File: src/rtl/iob_aclint_pkg.sv
// Shared register offsets, reset values and helpers for the ACLINT.
package iob_aclint_pkg;

    localparam int unsigned MTIME_W = 64;

    // Byte offsets of the register regions (low two bits are always zero)
    localparam logic [31:0] MSIP_BASE     = 32'h0000_0000;
    localparam logic [31:0] MTIMECMP_BASE = 32'h0000_4000;
    localparam logic [31:0] MTIME_LO      = 32'h0000_BFF8;
    localparam logic [31:0] MTIME_HI      = 32'h0000_BFFC;

    localparam logic [MTIME_W-1:0] MTIMECMP_RST = {MTIME_W{1'b1}};

    // Register targeted by the current bus address
    typedef enum logic [2:0] {
        REG_NONE,
        REG_MSIP,
        REG_CMP_LO,
        REG_CMP_HI,
        REG_MTIME_LO,
        REG_MTIME_HI
    } reg_sel_e;

    // Replace only the bytes whose strobe is set
    function automatic logic [31:0] merge_bytes(input logic [31:0] cur,
                                                input logic [31:0] wr,
                                                input logic [3:0]  strb);
        logic [31:0] res;
        res = cur;
        for (int i = 0; i < 4; i++) begin
            if (strb[i]) res[8*i +: 8] = wr[8*i +: 8];
        end
        return res;
    endfunction

endpackage

File: src/rtl/iob_aclint_tick.sv
// Tick source for mtime: synchronised rt_clk rising edge or clk prescaler.
module iob_aclint_tick #(
    parameter int USE_RTC  = 1,
    parameter int PRESCALE = 100
) (
    input  logic clk,
    input  logic rst_n,
    input  logic rt_clk,
    output logic tick
);

    localparam int CNT_W = (PRESCALE > 1) ? $clog2(PRESCALE) : 1;
    localparam logic [CNT_W-1:0] CNT_MAX = CNT_W'(PRESCALE - 1);

    logic [2:0]       rt_sync;
    logic [CNT_W-1:0] pre_cnt;
    logic             rt_edge;
    logic             pre_wrap;

    // Two synchroniser flops followed by one delay flop for edge detection
    always_ff @(posedge clk or negedge rst_n) begin
        if (!rst_n) rt_sync <= '0;
        else        rt_sync <= {rt_sync[1:0], rt_clk};
    end

    assign rt_edge  = rt_sync[1] & ~rt_sync[2];
    assign pre_wrap = (pre_cnt == CNT_MAX);

    // Free-running divider counting 0..PRESCALE-1
    always_ff @(posedge clk or negedge rst_n) begin
        if (!rst_n)        pre_cnt <= '0;
        else if (pre_wrap) pre_cnt <= '0;
        else               pre_cnt <= pre_cnt + 1'b1;
    end

    assign tick = (USE_RTC != 0) ? rt_edge : pre_wrap;

endmodule

File: src/rtl/iob_aclint.sv
// Core-local interruptor: mtime, per-hart mtimecmp/msip, tear-free mtime read.
module iob_aclint
    import iob_aclint_pkg::*;
#(
    parameter int ADDR_W   = 16,
    parameter int DATA_W   = 32,
    parameter int N_CORES  = 1,
    parameter int USE_RTC  = 1,
    parameter int PRESCALE = 100
) (
    input  logic                clk,
    input  logic                rst_n,
    input  logic                rt_clk,
    input  logic                valid,
    input  logic [ADDR_W-1:0]   address,
    input  logic [DATA_W-1:0]   wdata,
    input  logic [DATA_W/8-1:0] wstrb,
    output logic [DATA_W-1:0]   rdata,
    output logic                ready,
    output logic [N_CORES-1:0]  mtip,
    output logic [N_CORES-1:0]  msip
);

    logic               tick;
    logic [MTIME_W-1:0] mtime;
    logic [MTIME_W-1:0] mtimecmp [N_CORES];
    logic [31:0]        shadow_hi;
    logic               snap_vld;

    logic               accept;
    logic               wr_en;
    logic               rd_en;
    logic [31:0]        word_addr;
    logic [31:0]        msip_off;
    logic [31:0]        cmp_off;
    reg_sel_e           sel;
    logic [5:0]         hart;
    logic [31:0]        rdata_nxt;

    iob_aclint_tick #(
        .USE_RTC  (USE_RTC),
        .PRESCALE (PRESCALE)
    ) u_tick (
        .clk    (clk),
        .rst_n  (rst_n),
        .rt_clk (rt_clk),
        .tick   (tick)
    );

    assign accept    = valid & ~ready;
    assign wr_en     = accept & (|wstrb);
    assign rd_en     = accept & ~(|wstrb);
    assign word_addr = 32'(address) & ~32'h3;
    assign msip_off  = word_addr - MSIP_BASE;
    assign cmp_off   = word_addr - MTIMECMP_BASE;

    // Address decode; harts beyond N_CORES fall through to REG_NONE
    always_comb begin
        sel  = REG_NONE;
        hart = '0;
        if (msip_off < 32'(4 * N_CORES)) begin
            sel  = REG_MSIP;
            hart = msip_off[7:2];
        end else if (word_addr >= MTIMECMP_BASE && cmp_off < 32'(8 * N_CORES)) begin
            sel  = cmp_off[2] ? REG_CMP_HI : REG_CMP_LO;
            hart = cmp_off[8:3];
        end else if (word_addr == MTIME_LO) begin
            sel = REG_MTIME_LO;
        end else if (word_addr == MTIME_HI) begin
            sel = REG_MTIME_HI;
        end
    end

    // Read mux; high mtime word comes from the snapshot when one is pending
    always_comb begin
        rdata_nxt = '0;
        case (sel)
            REG_MSIP: begin
                for (int h = 0; h < N_CORES; h++)
                    if (hart == 6'(h)) rdata_nxt = {31'b0, msip[h]};
            end
            REG_CMP_LO: begin
                for (int h = 0; h < N_CORES; h++)
                    if (hart == 6'(h)) rdata_nxt = mtimecmp[h][31:0];
            end
            REG_CMP_HI: begin
                for (int h = 0; h < N_CORES; h++)
                    if (hart == 6'(h)) rdata_nxt = mtimecmp[h][63:32];
            end
            REG_MTIME_LO: rdata_nxt = mtime[31:0];
            REG_MTIME_HI: rdata_nxt = snap_vld ? shadow_hi : mtime[63:32];
            default:      rdata_nxt = '0;
        endcase
    end

    // One-cycle ready pulse per accepted request, read data registered alongside
    always_ff @(posedge clk or negedge rst_n) begin
        if (!rst_n) begin
            ready <= 1'b0;
            rdata <= '0;
        end else begin
            ready <= accept;
            if (accept) rdata <= rd_en ? rdata_nxt : '0;
        end
    end

    // Software interrupt bits; only byte lane 0 carries the writable bit
    always_ff @(posedge clk or negedge rst_n) begin
        if (!rst_n) begin
            msip <= '0;
        end else begin
            for (int h = 0; h < N_CORES; h++)
                if (wr_en && sel == REG_MSIP && hart == 6'(h) && wstrb[0])
                    msip[h] <= wdata[0];
        end
    end

    // Per-hart compare registers with byte-granular writes
    always_ff @(posedge clk or negedge rst_n) begin
        if (!rst_n) begin
            for (int h = 0; h < N_CORES; h++) mtimecmp[h] <= MTIMECMP_RST;
        end else begin
            for (int h = 0; h < N_CORES; h++) begin
                if (wr_en && hart == 6'(h)) begin
                    if (sel == REG_CMP_LO)
                        mtimecmp[h][31:0] <= merge_bytes(mtimecmp[h][31:0], wdata, wstrb);
                    else if (sel == REG_CMP_HI)
                        mtimecmp[h][63:32] <= merge_bytes(mtimecmp[h][63:32], wdata, wstrb);
                end
            end
        end
    end

    // mtime counter; a bus write in a tick cycle suppresses the increment entirely
    always_ff @(posedge clk or negedge rst_n) begin
        if (!rst_n)
            mtime <= '0;
        else if (wr_en && sel == REG_MTIME_LO)
            mtime[31:0] <= merge_bytes(mtime[31:0], wdata, wstrb);
        else if (wr_en && sel == REG_MTIME_HI)
            mtime[63:32] <= merge_bytes(mtime[63:32], wdata, wstrb);
        else if (tick)
            mtime <= mtime + 64'd1;
    end

    // Low-word read captures the high word so a following high read is consistent
    always_ff @(posedge clk or negedge rst_n) begin
        if (!rst_n) begin
            shadow_hi <= '0;
            snap_vld  <= 1'b0;
        end else if (rd_en && sel == REG_MTIME_LO) begin
            shadow_hi <= mtime[63:32];
            snap_vld  <= 1'b1;
        end else if ((rd_en || wr_en) && sel == REG_MTIME_HI) begin
            snap_vld  <= 1'b0;
        end else if (wr_en && sel == REG_MTIME_LO) begin
            snap_vld  <= 1'b0;
        end
    end

    // Registered timer interrupt per hart, unsigned 64-bit compare
    always_ff @(posedge clk or negedge rst_n) begin
        if (!rst_n) begin
            mtip <= '0;
        end else begin
            for (int h = 0; h < N_CORES; h++) mtip[h] <= (mtime >= mtimecmp[h]);
        end
    end

endmodule

File: config.mk
export PLATFORM = sky130hd
export DESIGN_NAME = iob_aclint
export DESIGN_NICKNAME = d
export VERILOG_FILES = /design/src/rtl/iob_aclint_pkg.sv /design/src/rtl/iob_aclint_tick.sv /design/src/rtl/iob_aclint.sv
export SDC_FILE = /design/constraint.sdc
export NUM_CORES = 1
export LEC_CHECK = 0
export CAP_MARGIN = 20
export CORE_ASPECT_RATIO = 0.75
export CORE_UTILIZATION = 55
export CTS_CLUSTER_SIZE = 14
export DETAILED_ROUTE_END_ITERATION = 8
export GPL_ROUTABILITY_DRIVEN = 0
export PLACE_DENSITY = 0.85
export SLEW_MARGIN = 20
export SYNTH_ARGS = -nofsm -noshare
export SYNTH_HDL_FRONTEND = slang
export SYNTH_HIERARCHICAL = 1
export SYNTH_SLANG_ARGS = --single-unit
File: constraint.sdc
create_clock -name clk -period 2.8 [get_ports clk]
set_clock_uncertainty 0.2 [all_clocks]
set_input_delay 0.56 -clock clk [delete_from_list [all_inputs] [get_ports clk]]
set_output_delay 0.56 -clock clk [all_outputs]
set_load 0.01 [all_outputs]
# == Word level (Yosys, flattened, before mapping) ==
# Index checks and enable logic that the tools add are counted.
# word_totals
register_bits,199
latch_bits,0
mem_bits_rw,0
rom_bits,0
inputBits,56
out_inout_bits,35
wordCells,109
mem_count,0
# op_classes
addsub,2
multipliers,0
div_mod_pow,0
order_cmp,4
eq_ne,16
n_shift,0
mux,24
bitwise,9
n_reduce_logical,31
# ops
operator,n
32-bit two-way mux,7
32-bit one-hot mux with 5 select lines,1
"64-bit by 1-bit adder with 64-bit output, second input constant",1
64-bit greater-or-equal comparator,1
64-bit two-way mux,1
3-bit AND reduction,12
"32-bit by 4-bit less-than comparator with 1-bit output, second input constant",1
8-bit two-way mux,4
"14-bit equality test, second input constant",2
"2-bit != test, second input constant",9
"16-bit by 15-bit subtractor with 17-bit output, second input constant",1
"16-bit by 15-bit greater-or-equal comparator with 1-bit output, second input constant",1
"16-bit by 3-bit less-than comparator with 1-bit output, second input constant",1
4-bit AND reduction,4
3-bit two-way mux,4
6-bit two-way mux,2
1-bit logical AND,9
"3-bit by 2-bit equality test with 1-bit output, second input constant",2
"3-bit equality test, second input constant",2
6-bit zero test,1
1-bit two-way mux,5
1-bit inverter,5
1-bit AND,4
2-bit nonzero test,2
4 further kinds,4

# == Logic depth before layout (Yosys ltp) ==
# logic_depth
ltp_word,10
ltp_mapped,9
depth_no_buf,8

# == Hierarchy ==
# The synthesis kept the hierarchy.
# modules_own_cells
mod,n_inst,cells_each,area_per_inst_um2,seq_area_each_um2
iob_aclint,1,1278,12246.7,4984.8
iob_aclint_tick,1,4,88.8,75.1

# == Worst setup path after synthesis ==
# OpenSTA, ideal clock, no wires.
# synth_timing
kind,input-to-reg
from,in address[14]
to,reg shadow_hi[10]
setup_ns,0.125
arrival_ns,2.328
required_time_ns,2.475
path_slack_ns,0.148
cell_stages,6
n_path_buf,2
cell_sequence,nand2b_4 -> or4_4 -> buf_6 -> nor4_4 -> buf_2 -> mux2_2
# synth_between
elab_chain_cells,7
elab_cells_between_ends,13
cone_classes,add/sub: 1; order compare: 3; eq/ne: 3; mux: 4; reduce/logical: 2
# synth_lines
item,line_no,text
start: declaration,iob_aclint.sv:15,"input logic [ADDR_W-1:0] address,"
16-bit by 15-bit subtractor with 17-bit output or 14-bit equality test (tied branches),"iob_aclint.sv:55, iob_aclint.sv:69",
32-bit by 4-bit less-than comparator with 1-bit output or 3-bit two-way mux (tied branches),"iob_aclint.sv:64, iob_aclint.sv:69",
1-bit logical AND or 3-bit two-way mux (tied branches),"iob_aclint.sv:64, iob_aclint.sv:67",
3-bit two-way mux,iob_aclint.sv:64,end else if (word_addr >= MTIMECMP_BASE && cmp_off < 32'(8 * N_CORES)) begin
3-bit two-way mux (*),iob_aclint.sv:61,if (msip_off < 32'(4 * N_CORES)) begin
3-bit equality test (*),iob_aclint.sv:151,end else if (rd_en && sel == REG_MTIME_LO) begin
1-bit logical AND (*),iob_aclint.sv:151,
end signal: assignment,iob_aclint.sv:152,shadow_hi <= mtime[63:32];
end: declaration,iob_aclint.sv:27,logic [31:0] shadow_hi;
# Mark *: on every way between the ends. The rest lies on a longest branch, timed or not.
# A chain may end at the register's enable or synchronous reset.

# == Worst setup path after layout ==
# layout_timing
from,reg mtime[1]
to,reg mtime[46]
# layout_between
elab_chain_cells,3
# layout_lines
item,line_no,text
start: declaration,iob_aclint.sv:25,logic [MTIME_W-1:0] mtime;
start signal: assignment,iob_aclint.sv:139,"mtime[31:0] <= merge_bytes(mtime[31:0], wdata, wstrb);"
start signal: assignment,iob_aclint.sv:143,mtime <= mtime + 64'd1;
64-bit by 1-bit adder with 64-bit output,iob_aclint.sv:143,
64-bit two-way mux,iob_aclint.sv:142,else if (tick)
32-bit two-way mux,iob_aclint.sv:140,else if (wr_en && sel == REG_MTIME_HI)
# Every way passes these cells. The select of a mux whose other input is x is not followed.

==> metrics.txt <==
outcome complete, no violations; remaining global-route overflow 0; Worst-Skew Late Latency 0.46 ns; Filler Cell Count 1,631; part of the Yosys area used for sequential elements 41.0%; post-place setup slack -0.722 ns; placed cell count 1,733; combinational share of power 12.2%; WL/cell 22.4 um; Area Growth Syn to Fin 24.0%; Sw Share 28.1%; mean number of vias per cell 6.64; final worst path period share 97.8%; asr flop ratio synth 100%; register area 5060 sq um; first-pass GRT wire length 62,900 um; Yosys Warn Count 6; Mapped Avg Cell Area 9.62 sq um; Die Span Y 132 um; Syn Std Cell Area 12,300 sq um; Crit Path Max Fanout 8; min Tclk post-route 2.74 ns; drt total wl 39,800 um; most common cell after layout, fill and taps aside a21oi_1; root cell of the clock tree clkbuf_16; diode count 0; Unique masters post-synth 68; Net Sw Power 1.76 mW; VDD IR max 0.000452 V; DR iter-0 viols 1,658; clock buffer depth 2; max cap viols 0; static leakage power 6.64 nW; footprint of the multi-input gates 6720 sq um; r2r endpoint mtime[46]; final hold viol count 0; vias 11,783; number of global-route vias before repair 11,618; remaining antenna violation count 0; Most used DFF post-synth dfrtp_1; Post-Syn Instances 1,282; die footprint 23,000 sq um; core area 22,100 sq um; Rel. slew slack 44.6%; total track usage 35.1%; Max H-tree Level 4; Achievable Freq 0.365 GHz; port bufs 88; crit path from mtime[1]; Final #Nets 1,589; max-slew violation count 0; Worst EP arrival 2.89 ns; Hold Crit Class flip-flop to flip-flop; pwr/cell area 410 nW/um^2; final setup fails 0; R2R depth 8; required time worst endpoint 2.95 ns; number of cell rows 47; HPWL reported at the end of detailed placement 28,300 um; clock network power share 39.9%; setup_tns 0 ns; slack of the critical path 0.0608 ns; CP endpoint kind flip-flop; I/O pin cnt 91; Cell Int Power 4.52 mW; CTS tree built; layout cell share with drive strength beyond 1 26.1%; drt pass-1 iters 8; DRC violations left 0; Post-synth EDFFs 0; CP endpoint mtime[46]; clock-pin slew on the worst setup and hold paths 0.08 ns; total CTS buffers 17; Die X 175 um; worst slew pin tran 0.823 ns; R2R Path Start mtime[1]; Starting Density 55.9%; Critical Path Start Type flip-flop; initial antenna violation count 1; largest net degree at the start of global routing 67; final cell count without fillers 1,775; flop2flop setup slack 0.06 ns; number of clock sinks 199; Seq cells post-synth 199; sequential power share 47.9%; CP Class flip-flop to flip-flop; most frequent cells in the layout a21oi_1, dfrtp_1, buf_4; Post-Syn Nets 1,403
-- cell usage after synthesis, types with 7 or more instances --
| cell | number | area share, % |
|---|---|---|
| a21oi_1 | 142 | 5.8 |
| dfrtp_1 | 135 | 27 |
| mux2_2 | 98 | 8.9 |
| nand2_1 | 84 | 2.6 |
| inv_1 | 82 | 2.5 |
| nor2_1 | 77 | 2.3 |
| mux2i_1 | 68 | 5.5 |
| ha_1 | 65 | 6.6 |
| dfstp_2 | 64 | 14 |
| o21ai_0 | 51 | 2.1 |
| nand3_1 | 44 | 1.8 |
| o22ai_1 | 43 | 2.2 |
| nand4_1 | 41 | 2.1 |
| a22o_1 | 35 | 2.5 |
| clkbuf_1 | 32 | 0.97 |
| buf_2 | 30 | 1.2 |
| nor3_1 | 19 | 0.77 |
| nor4_1 | 19 | 0.96 |
| a21o_1 | 10 | 0.61 |
| and3_1 | 10 | 0.51 |
| or3_1 | 10 | 0.51 |
| a211oi_1 | 9 | 0.55 |
| buf_1 | 7 | 0.21 |
| o21a_1 | 7 | 0.43 |
| o31ai_1 | 7 | 0.43 |
-- worst min-delay path by stage --
stage | to | cells past startpoint | slack, ns | startpoint
3_3_place_gp | u_tick/rt_sync[1] | 0 | 0.14 | u_tick/rt_sync[0]
3_5_place_dp | u_tick/rt_sync[1] | 0 | 0.13 | u_tick/rt_sync[0]
2_1_floorplan | msip | 0 | 0.06 | rst_n
6_report | u_tick/rt_sync[1] | 0 | 0.15 | u_tick/rt_sync[0]
5_1_grt | u_tick/rt_sync[1] | 0 | 0.17 | u_tick/rt_sync[0]
4_1_cts | u_tick/rt_sync[1] | 0 | 0.15 | u_tick/rt_sync[0]
-- worst max-delay path, stage by stage (launching register included) --
cell and delay (ns):
dfrtp_1 0.48, ha_1 0.29, and4_1 0.35, nand2_1 0.11, or3_1 0.41, buf_4 0.20
nor4_1 0.40, o21a_1 0.16, nor2_1 0.03
-- stage by stage --
stage                     power [mW]  hold slack (ns)  area [sq um]  utilization (%)
final                           6.28            0.150         15300             69.4
after global routing            6.47            0.171         15300             69.4
after CTS                       6.24            0.151         15100             68.6
after detailed placement        3.78            0.135         14500             65.8
after global placement          3.76            0.135         14500             65.8
after floorplan                 3.38           0.0644         12300                -
-- area by class of cell --
type	count	share of cell area, %
multi-input combinational	929	44.0
sequential	199	33.1
tap	294	2.41
inverter	82	2.01
timing repair buffer	239	14.7
clock buffer	18	2.87
clock inverter	14	0.924
-- power groups by stage --
stage	registers [mW]	logic (mW)	clock network (mW)
2_1_floorplan	3.02	0.357	0
3_3_place_gp	3.05	0.706	0
3_5_place_dp	3.05	0.731	0
4_1_cts	3.00	0.741	2.50
5_1_grt	3.01	0.835	2.62
6_report	3.00	0.768	2.50
-- cell families (layout without fill, tap and decap cells) --
| family | Yosys count | count (layout) | synth area share, % |
|---|---|---|---|
| and+or+nand+nor | 338 | 338 | 14.2 |
| buffers and inverters | 155 | 353 | 5.23 |
| AOI/OAI and AO/OA | 359 | 360 | 18.5 |
| DFF | 199 | 199 | 41.0 |
| adders and majority gates | 65 | 65 | 6.59 |
| muxes | 166 | 166 | 14.5 |
-- repair_timing --
item	CTS	global route
hold endpoints to repair	34	0
gates cloned	0	2
setup buffers	0	7
resized for setup	9	27
hold buffers	1	0
pin swaps	1	10
endpoints found under the setup margin	23	62
-- sequential cells by signal (all words and copies together) (netlist names) --
register and cells:
mtimecmp 64, shadow_hi 32, u_tick/rt_sync 3, rdata 32, mtip 1, msip 1
mtime 64, snap_vld 1, ready 1
-- metal layers --
| layer | vias up | global-route usage, % | wire (um) |
|---|---|---|---|
| met2 | 769 | 51.5 | 17300 |
| li1 | 5127 | - | - |
| met5 | - | 0 | 34 |
| met3 | 150 | 10.2 | 4870 |
| met4 | 2 | 12.6 | 1460 |
| met1 | 5735 | 49.2 | 16200 |
Note: power is estimated with default switching activity, not from simulation.
